File: src/rtl/mix_pkg.sv
// rtl/mix_pkg.sv - shared lane/block types, FSM states, scaling constants and pack helpers
//
// Used by mix_round and mix_round_sequencer.
// K/C are consumed only when MIX_FINAL_SCALE_EN is defined.
package mix_pkg;

  localparam int NLANES = 8;
  localparam int LANE_W = 32;
  localparam int BLK_W  = NLANES * LANE_W;

  typedef logic [LANE_W-1:0] lane_t;
  typedef lane_t [NLANES-1:0] block_t;

  typedef enum logic [1:0] {IDLE, RUN, SCALE, DONE} state_t;

  // Final scaling: o[i] = o[i]*K[i] + C[i]
  localparam lane_t K [NLANES] = '{32'd2, 32'd3, 32'd5, 32'd7, 32'd11, 32'd13, 32'd17, 32'd19};
  localparam lane_t C [NLANES] = '{32'd3, 32'd5, 32'd7, 32'd11, 32'd13, 32'd17, 32'd19, 32'd23};

  // Lane i occupies bits [32i+31:32i] of the flat vector
  function automatic logic [BLK_W-1:0] pack_block(input block_t b);
    logic [BLK_W-1:0] v;
    v = '0;
    for (int i = 0; i < NLANES; i++) v[i*LANE_W +: LANE_W] = b[i];
    return v;
  endfunction

  function automatic block_t unpack_block(input logic [BLK_W-1:0] v);
    block_t b;
    b = '0;
    for (int i = 0; i < NLANES; i++) b[i] = v[i*LANE_W +: LANE_W];
    return b;
  endfunction

endpackage

File: src/rtl/mix_round.sv
// rtl/mix_round.sv - one combinational mixing round over 8 x 32-bit lanes
//
// Ports:
//   blk_in   block_t  lane state before the round
//   blk_out  block_t  lane state after phases A, B, C
module mix_round
  import mix_pkg::*;
(
  input  block_t blk_in,
  output block_t blk_out
);

  block_t o;

  // Each phase updates lanes in place in order 0..7, so lane i sees
  // already-updated values for lower indices (wrapping at 8).
  always_comb begin
    o = blk_in;
    for (int i = 0; i < NLANES; i++)
      o[i] = o[i] + o[3'(i + 1)] - o[3'(i + 5)];
    for (int i = 0; i < NLANES; i++)
      o[i] = o[i] ^ (o[3'(i + 3)] << 16);
    for (int i = 0; i < NLANES; i++)
      o[i] = o[i] - (o[3'(i + 2)] >> 17) + (o[3'(i + 4)] >> 12);
    blk_out = o;
  end

endmodule

File: src/rtl/mix_round_sequencer.sv
// rtl/mix_round_sequencer.sv - iterative NROUNDS-round mixing engine with valid/ready in and out
//
// Optional feature macro: MIX_FINAL_SCALE_EN (adds a one-cycle SCALE state).
// Ports:
//   clk, rst              clock, asynchronous active-high reset
//   in_valid/in_ready     seed handshake (ready only in IDLE)
//   in_data[255:0]        seed, lane i = bits [32i+31:32i]
//   out_valid/out_ready   result handshake (valid only in DONE)
//   out_data[255:0]       result lanes, same packing
//   flush                 synchronous abort to IDLE, highest priority
//   busy                  high in RUN or SCALE
//   round_idx[7:0]        current round number
//   blk_cnt[CNT_W-1:0]    completed output handshakes, wrapping
module mix_round_sequencer
  import mix_pkg::*;
#(
  parameter int NROUNDS = 12,
  parameter int CNT_W   = 16
) (
  input  logic             clk,
  input  logic             rst,
  input  logic             in_valid,
  output logic             in_ready,
  input  logic [255:0]     in_data,
  output logic             out_valid,
  input  logic             out_ready,
  output logic [255:0]     out_data,
  input  logic             flush,
  output logic             busy,
  output logic [7:0]       round_idx,
  output logic [CNT_W-1:0] blk_cnt
);

  localparam logic [7:0] LAST_ROUND = 8'(NROUNDS - 1);

  state_t           state, state_d;
  block_t           lanes, mixed, load_blk;
  logic [7:0]       round_q;
  logic [CNT_W-1:0] cnt_q;
  logic             last_round;

  mix_round u_round (
    .blk_in  (lanes),
    .blk_out (mixed)
  );

  assign last_round = (round_q == LAST_ROUND);

  // Seed load adds the lane index so an all-zero seed still mixes.
  always_comb begin
    load_blk = unpack_block(in_data);
    for (int i = 0; i < NLANES; i++) load_blk[i] = load_blk[i] + LANE_W'(i);
  end

`ifdef MIX_FINAL_SCALE_EN
  block_t final_blk;
  always_comb begin
    final_blk = lanes;
    for (int i = 0; i < NLANES; i++) final_blk[i] = lanes[i] * K[i] + C[i];
  end
`endif

  always_ff @(posedge clk or posedge rst) begin
    if (rst) state <= IDLE;
    else     state <= state_d;
  end

  always_comb begin
    state_d = state;
    case (state)
      IDLE: if (in_valid) state_d = RUN;
`ifdef MIX_FINAL_SCALE_EN
      RUN:   if (last_round) state_d = SCALE;
      SCALE: state_d = DONE;
`else
      RUN:   if (last_round) state_d = DONE;
`endif
      DONE: if (out_ready) state_d = IDLE;
      default: state_d = IDLE;
    endcase
    if (flush) state_d = IDLE;
  end

  // Lane contents are left untouched on flush; they are reloaded on the next accept.
  always_ff @(posedge clk or posedge rst) begin
    if (rst) begin
      lanes   <= '0;
      round_q <= '0;
      cnt_q   <= '0;
    end else if (flush) begin
      round_q <= '0;
    end else begin
      case (state)
        IDLE: if (in_valid) begin
          lanes   <= load_blk;
          round_q <= '0;
        end
        RUN: begin
          lanes   <= mixed;
          round_q <= last_round ? 8'd0 : round_q + 8'd1;
        end
`ifdef MIX_FINAL_SCALE_EN
        SCALE: lanes <= final_blk;
`endif
        DONE: if (out_ready) cnt_q <= cnt_q + 1'b1;
        default: ;
      endcase
    end
  end

  assign in_ready  = (state == IDLE);
  assign out_valid = (state == DONE);
  assign busy      = (state == RUN) || (state == SCALE);
  assign out_data  = pack_block(lanes);
  assign round_idx = round_q;
  assign blk_cnt   = cnt_q;

endmodule

File: config.mk
export PLATFORM = sky130hd
export DESIGN_NAME = mix_round_sequencer
export DESIGN_NICKNAME = d
export VERILOG_FILES = /design/src/rtl/mix_pkg.sv /design/src/rtl/mix_round.sv /design/src/rtl/mix_round_sequencer.sv
export SDC_FILE = /design/constraint.sdc
export NUM_CORES = 1
export LEC_CHECK = 0
export ABC_CLOCK_PERIOD_IN_PS = 28400
export CAP_MARGIN = 20
export CORE_AREA = 2 2 211 213
export CTS_CLUSTER_SIZE = 10
export DETAILED_ROUTE_END_ITERATION = 12
export DIE_AREA = 0 0 213 215
export SLEW_MARGIN = 20
export SYNTH_ARGS = -nofsm -noshare
export SYNTH_HDL_FRONTEND = slang
export SYNTH_SLANG_ARGS = --single-unit
File: constraint.sdc
create_clock -name clk -period 28.4 [get_ports clk]
set_input_delay 5.68 -clock clk [delete_from_list [all_inputs] [get_ports clk]]
set_output_delay 5.68 -clock clk [all_outputs]
set_load 0.005 [all_outputs]
==> results of run 1 <==
## state kept, by name, indices dropped and copies added, names as in the netlist
register,count
out_data,256
blk_cnt,16
round_idx,8
state,2
## worst register-to-register path: stages (launching register included)
cell and delay [ns]:
dfrtp_1 0.40, inv_1 0.09, ha_1 0.26, mux2_2 0.41
nand2b_4 0.31, buf_4 0.83, buf_4 0.94, or3_1 0.22
mux2_2 0.14, nand3_1 0.07
## through the flow
stage,instance area [µm²],util (%),hold WS (ns)
finish,21500,49.2,0.474
global route,21500,49.2,0.495
CTS,21400,49.1,0.481
detailed placement,20400,46.7,0.462
global placement,20400,46.7,0.459
floorplan,14400,-,0.468
## power groups by stage
stage               sequential [µW]  combinational [µW]  clock (µW)
global route                    699                 803         452
global placement                676                 732           0
CTS                             677                 741         435
floorplan                       686                 227           0
detailed placement              679                 739           0
finish                          675                 731         421
## per-layer routing
layer  up-vias  global-route usage (%)  wire (µm)
met5         -                       0         13
met4         2                    7.65       1670
met3        87                    6.74       4070
met2       397                    34.9      23600
met1      6205                    26.2      20200
li1       6522                       -          -
## path summary, 6_finish.rpt
check / from / endpoint / slack, ns
hold / removal: out_data[201] / out_data[201] / 0.47
min in group asynchronous: rst / out_data[96] / 5.78
setup / recovery: flush / out_data[191] / 19.79
max in group asynchronous: rst / out_data[181] / 21.34
setup reg to reg: state[1] / out_data[191] / 24.62
hold reg to reg: out_data[201] / out_data[201] / 0.47
## cell usage in the layout (no fill, tap or decap), types with 3 or more instances in the layout
| master | Yosys | final |
|---|---|---|
| a21oi_1 | 3 | 3 |
| nor3_1 | 38 | 37 |
| nand4_1 | 74 | 74 |
| or4_1 | 6 | 6 |
| ha_1 | 13 | 13 |
| clkbuf_8 | 0 | 4 |
| o21ai_0 | 209 | 209 |
| clkbuf_1 | 43 | 8 |
| o21ai_2 | 3 | 3 |
| or3_1 | 7 | 7 |
| nor2_1 | 52 | 51 |
| dfrtp_1 | 282 | 282 |
| nor4_2 | 3 | 5 |
| nand2_1 | 404 | 404 |
| clkinv_2 | 0 | 4 |
| inv_1 | 26 | 25 |
| o21ai_1 | 8 | 8 |
| nand2b_1 | 7 | 6 |
| mux2_2 | 4 | 4 |
| nand3_1 | 83 | 83 |
| nor4_1 | 14 | 12 |
| and3_1 | 36 | 36 |
| buf_4 | 0 | 7 |
| clkbuf_16 | 0 | 37 |
| and4_1 | 13 | 13 |
| xnor2_1 | 92 | 92 |
| and2_1 | 9 | 9 |
| clkdlybuf4s50_1 | 0 | 543 |
| nor3b_1 | 3 | 3 |
| xor2_1 | 131 | 131 |
## logic make-up (layout without fill, tap and decap cells)
logic type / after synthesis / in the layout / share of synthesized area (%)
DFF: 282 / 282 / 48.8
AOI/OAI and AO/OA: 232 / 232 / 8.31
xor gates and xnor gates: 223 / 223 / 13.5
and+or+nand+nor: 762 / 762 / 24.9
adders and majority gates: 13 / 13 / 1.13
other: 0 / 1 / 0
buffers and inverters: 99 / 633 / 2.88
muxes: 5 / 5 / 0.381
## synthesized netlist by cell type (3+ instances only)
cell type / count / area (µm²)
nand2_1: 404 / 1520
dfrtp_1: 282 / 7060
o21ai_0: 209 / 1050
xor2_1: 131 / 1150
xnor2_1: 92 / 806
nand3_1: 83 / 415
nand4_1: 74 / 463
nor2_1: 52 / 195
clkbuf_1: 43 / 161
nor3_1: 38 / 190
and3_1: 36 / 225
buf_2: 29 / 145
inv_1: 26 / 97.6
nor4_1: 14 / 87.6
and4_1: 13 / 114
ha_1: 13 / 163
and2_1: 9 / 56.3
o21ai_1: 8 / 40.0
nand2b_1: 7 / 43.8
or3_1: 7 / 43.8
or4_1: 6 / 45.0
mux2_2: 4 / 45.0
a21oi_1: 3 / 15.0
nor3b_1: 3 / 22.5
nor4_2: 3 / 37.5
o21ai_2: 3 / 26.3
## area by class of cell
class,count,share of cell area (%)
sequential,282,32.8
multi-input combinational,1235,32.6
timing repair buffer,552,25.7
clock buffer,49,4.71
tap,592,3.45
inverter,26,0.489
clock inverter,6,0.175
antenna,1,0.0116
==> results_dict.tcl, run 1 <==
set metrics [dict create \
    crit_cells 7 \
    synthToLayoutAreaGrowth_pct 48.7 \
    fillCellCount 4183 \
    pre_cts_ws_ns 19.19 \
    slowest_stage "buf_4" \
    core_area_mm2 0.0436 \
    netlist_area_mm2 0.0144 \
    antenna_found_initial 2 \
    register_area_mm2 0.00706 \
    syn_avg_cell_area_um2 8.94 \
    max_stage_delay_ns 0.90 \
    crit_fanout 115 \
    synth_seq_cells 282 \
    status "finished clean" \
    fin_crit_sh_pct 30.3 \
    gp_congestion 0.877 \
    total_power_uw 1830 \
    worst_path_dominant_cell_family "buffers and inverters" \
    critPathKind "input pin to register" \
    synth_flop_cell "dfrtp_1" \
    slew_violations 0 \
    cp.required_ns 28.82 \
    ctsResizeCount 0 \
    place.detailed.hpwl_um 37400 \
    peakVddDrop_uv 45.1 \
    maxCapViolations 0 \
    die_y_um 215 \
    dp.cells 2686 \
    io_buffers 543 \
    dr.pass1.iters 5 \
    hold_violations 0 \
    synthCells 1616 \
    rsz0062_at_grt "false" \
    die_w_um 213 \
    fin_cells 2743 \
    p_sw_share_pct 32.4 \
    rows 77 \
    cts_tree "built" \
    overflow 0 \
    routedWlPerCell_um 18.0 \
    yosysWarnings 0 \
    synth.distinct_cells 45 \
    cts_buffer_depth 3 \
    num_io_pins 544 \
    post_cts_buffers 0 \
    crit_chain "clkdlybuf4s50_1 > nand2b_4 > buf_4 > buf_4 > or3_1 > mux2_2 > nand3_1" \
    hp-class "register to register" \
    p_leak_uw 0.00876 \
    seq_power_share_pct 37.0 \
    cts-root-buf "clkbuf_16" \
    clock_latency_ns 0.54 \
    critPathArrivalTime_ns 9.03 \
    path_clk_slew_ns 0.05 \
    pwr_density_cell_mw_per_mm2 85.0 \
    ant_nets 0 \
    fin_ws_ns 19.79 \
    dr.first_iter.drc_count 674 \
    holdPathStages 2 \
    worst_slew_pin_slew_ns 1.00 \
    fmax_mhz 116 \
    grt_pass1_vias 13200 \
    relSlewSlack_pct 33.1 \
    cp-start-kind "input pin" \
    grt_max_degree 135 \
    vias_per_cell 4.82 \
    hold_buffers 0 \
    drc 0 \
    initial_core_util_pct 33.1 \
    reg2reg_depth 9 \
    setup-violations-final 0 \
    p_comb_share_pct 40.0 \
    finalCriticalPeriod_ns 8.61 \
    clkSinkCount 282 \
    multi_input_area_mm2 0.00701 \
    drive_gt1_share_pct 3.77 \
    async_flop_share_pct 100 \
    synth_nets 1890 \
    wl_um 49500 \
    cts_buffers 36 \
    vias 13200 \
    p_sw_uw 593 \
    fin_worst_skew_ns 0.0147 \
    htreeDepth 2 \
    path_buf_inv 3 \
    grt_pass1_wl_um 75900 \
    power_frac_clock_pct 23.1 \
    die_area_mm2 0.0458 \
    cp-end-kind "register" \
    yosysSeqAreaShare_pct 48.8 \
    nets 2407 \
    setup_tns_ns 0 \
    p_int_uw 1230 \
    synth_edf_count 0 \
    track_usage_pct 21.3 \
    cp_common_cell "buf_4" \
]
No activity file was read; power rests on OpenSTA's default activity.
==> run 2, diff against run 1 <==
Settings changed: ABC_CLOCK_PERIOD_IN_PS 28400 to 8000.
Clock period 28.4 ns to 8 ns, I/O delays scaled along.
==> results_dict.tcl, run 2 (synthesis results as in run 1) <==
set metrics [dict create \
    status "finished clean" \
    cp-end-kind "register" \
    routedWlPerCell_um 18.2 \
    p_leak_uw 0.00879 \
    rows 77 \
    largest_reg_flops 256 \
    peakVddDrop_uv 212 \
    dr.pass1.iters 5 \
    setup-violations-final 0 \
    p_sw_share_pct 32.3 \
    io_buffers 543 \
    hp-class "register to register" \
    pwr_density_cell_mw_per_mm2 305 \
    total_power_uw 6570 \
    place.detailed.hpwl_um 38000 \
    slowest_stage "nor4_2" \
    grt_max_degree 269 \
    cp.required_ns 8.38 \
    grt_pass1_wl_um 76300 \
    hold_violations 0 \
    die_w_um 213 \
    p_int_uw 4440 \
    htreeDepth 2 \
    rsz0062_at_grt "false" \
    cts-root-buf "clkbuf_16" \
    die_area_mm2 0.0458 \
    crit_chain "clkdlybuf4s50_1 > inv_1 > ha_1 > nand4b_1 > nor4_2 > nand4_1 > xor2_1 > o21ai_0" \
    initial_core_util_pct 33.1 \
    vias_per_cell 4.82 \
    layout_common_cells "clkdlybuf4s50_1 (543), nand2_1 (404), dfrtp_1 (282)" \
    seq_power_share_pct 36.5 \
    wl_um 50200 \
    synthToLayoutAreaGrowth_pct 49.2 \
    grt_pass1_vias 13200 \
    num_io_pins 544 \
    final_common_cell "clkdlybuf4s50_1" \
    power_frac_clock_pct 23.7 \
    p_sw_uw 2120 \
    clock_latency_ns 0.54 \
    vias 13300 \
    setup_tns_ns 0 \
    p_comb_share_pct 39.9 \
    fmax_mhz 275 \
    fin_ws_ns 4.36 \
    crit_fanout 9 \
    whs_ns 0.473 \
    ctsResizeCount 0 \
    rrSetupSlack_ns 5.40 \
    finalCriticalPeriod_ns 3.64 \
    fin_worst_skew_ns 0.0102 \
    antenna_found_initial 6 \
    slew_violations 0 \
    ant_nets 0 \
    maxCapViolations 0 \
    critPathKind "input pin to register" \
    overflow 0 \
    drive_gt1_share_pct 3.76 \
    core_area_mm2 0.0436 \
    gp_congestion 0.878 \
    critPathArrivalTime_ns 4.02 \
    path_clk_slew_ns 0.06 \
    clkSinkCount 282 \
    pre_cts_ws_ns 3.77 \
    drc 0 \
    relSlewSlack_pct 24.7 \
    cts_tree "built" \
    fin_crit_sh_pct 45.5 \
    hold_buffers 0 \
    post_cts_buffers 0 \
    cts_buffer_depth 3 \
    worst_slew_pin_slew_ns 1.13 \
    die_y_um 215 \
    nets 2407 \
    cp-start-kind "input pin" \
    track_usage_pct 21.5 \
    max_stage_delay_ns 0.85 \
    cts_buffers 37 \
    dr.first_iter.drc_count 759 \
]
==> run 2: final cells by class <==
| cell class | count | area (µm²) |
|---|---|---|
| Antenna cell | 5 | 12.5 |
| Clock buffer | 55 | 1090 |
| Clock inverter | 5 | 32.5 |
| Fill cell | 4143 | 22100 |
| Inverter | 26 | 101 |
| Multi-Input combinational cell | 1235 | 7000 |
| Sequential cell | 282 | 7060 |
| Tap cell | 592 | 741 |
| Timing Repair Buffer | 551 | 5530 |
==> run 2: routing by layer <==
layer | vias to the layer above | routed length [µm] | track usage, %
met5 | - | 13 | 0
met4 | 2 | 1440 | 7.37
met2 | 408 | 24100 | 35.6
met1 | 6257 | 20400 | 25.9
met3 | 73 | 4240 | 7.13
li1 | 6526 | - | -
==> run 2: metrics by stage <==
stage	std cells	instance area [µm²]	util (%)
6_report	2751	21600	49.4
2_1_floorplan	1616	14500	-
5_1_grt	2750	21600	49.4
3_5_place_dp	2686	20400	46.8
4_1_cts	2746	21500	49.3
3_3_place_gp	2685	20400	46.8
==> run 2: path summary, 6_finish.rpt <==
path,startpoint,endpoint,cells after the start
max,in_data[193],out_data[217],8
max reg2reg,state[1],out_data[231],6
max in group asynchronous,rst,out_data[23],4
min reg2reg,out_data[66],out_data[66],2
min in group asynchronous,rst,out_data[115],3
min,out_data[66],out_data[66],2
==> run 2: critical path: cells and delay by family <==
kind            cells  cell delay [ns]
fa+ha+maj           1             0.23
compound gates      1             0.08
buf+inv             2             0.59
simple gates        3             1.31
xor+xnor            1             0.20
==> run 2: power groups by stage <==
stage / logic, µW / clock network (µW) / registers [µW]
after floorplan: 807 / 0 / 2440
after global placement: 2640 / 0 / 2390
after detailed placement: 2650 / 0 / 2410
after CTS: 2660 / 1610 / 2400
after global routing: 2880 / 1670 / 2480
final: 2620 / 1550 / 2390
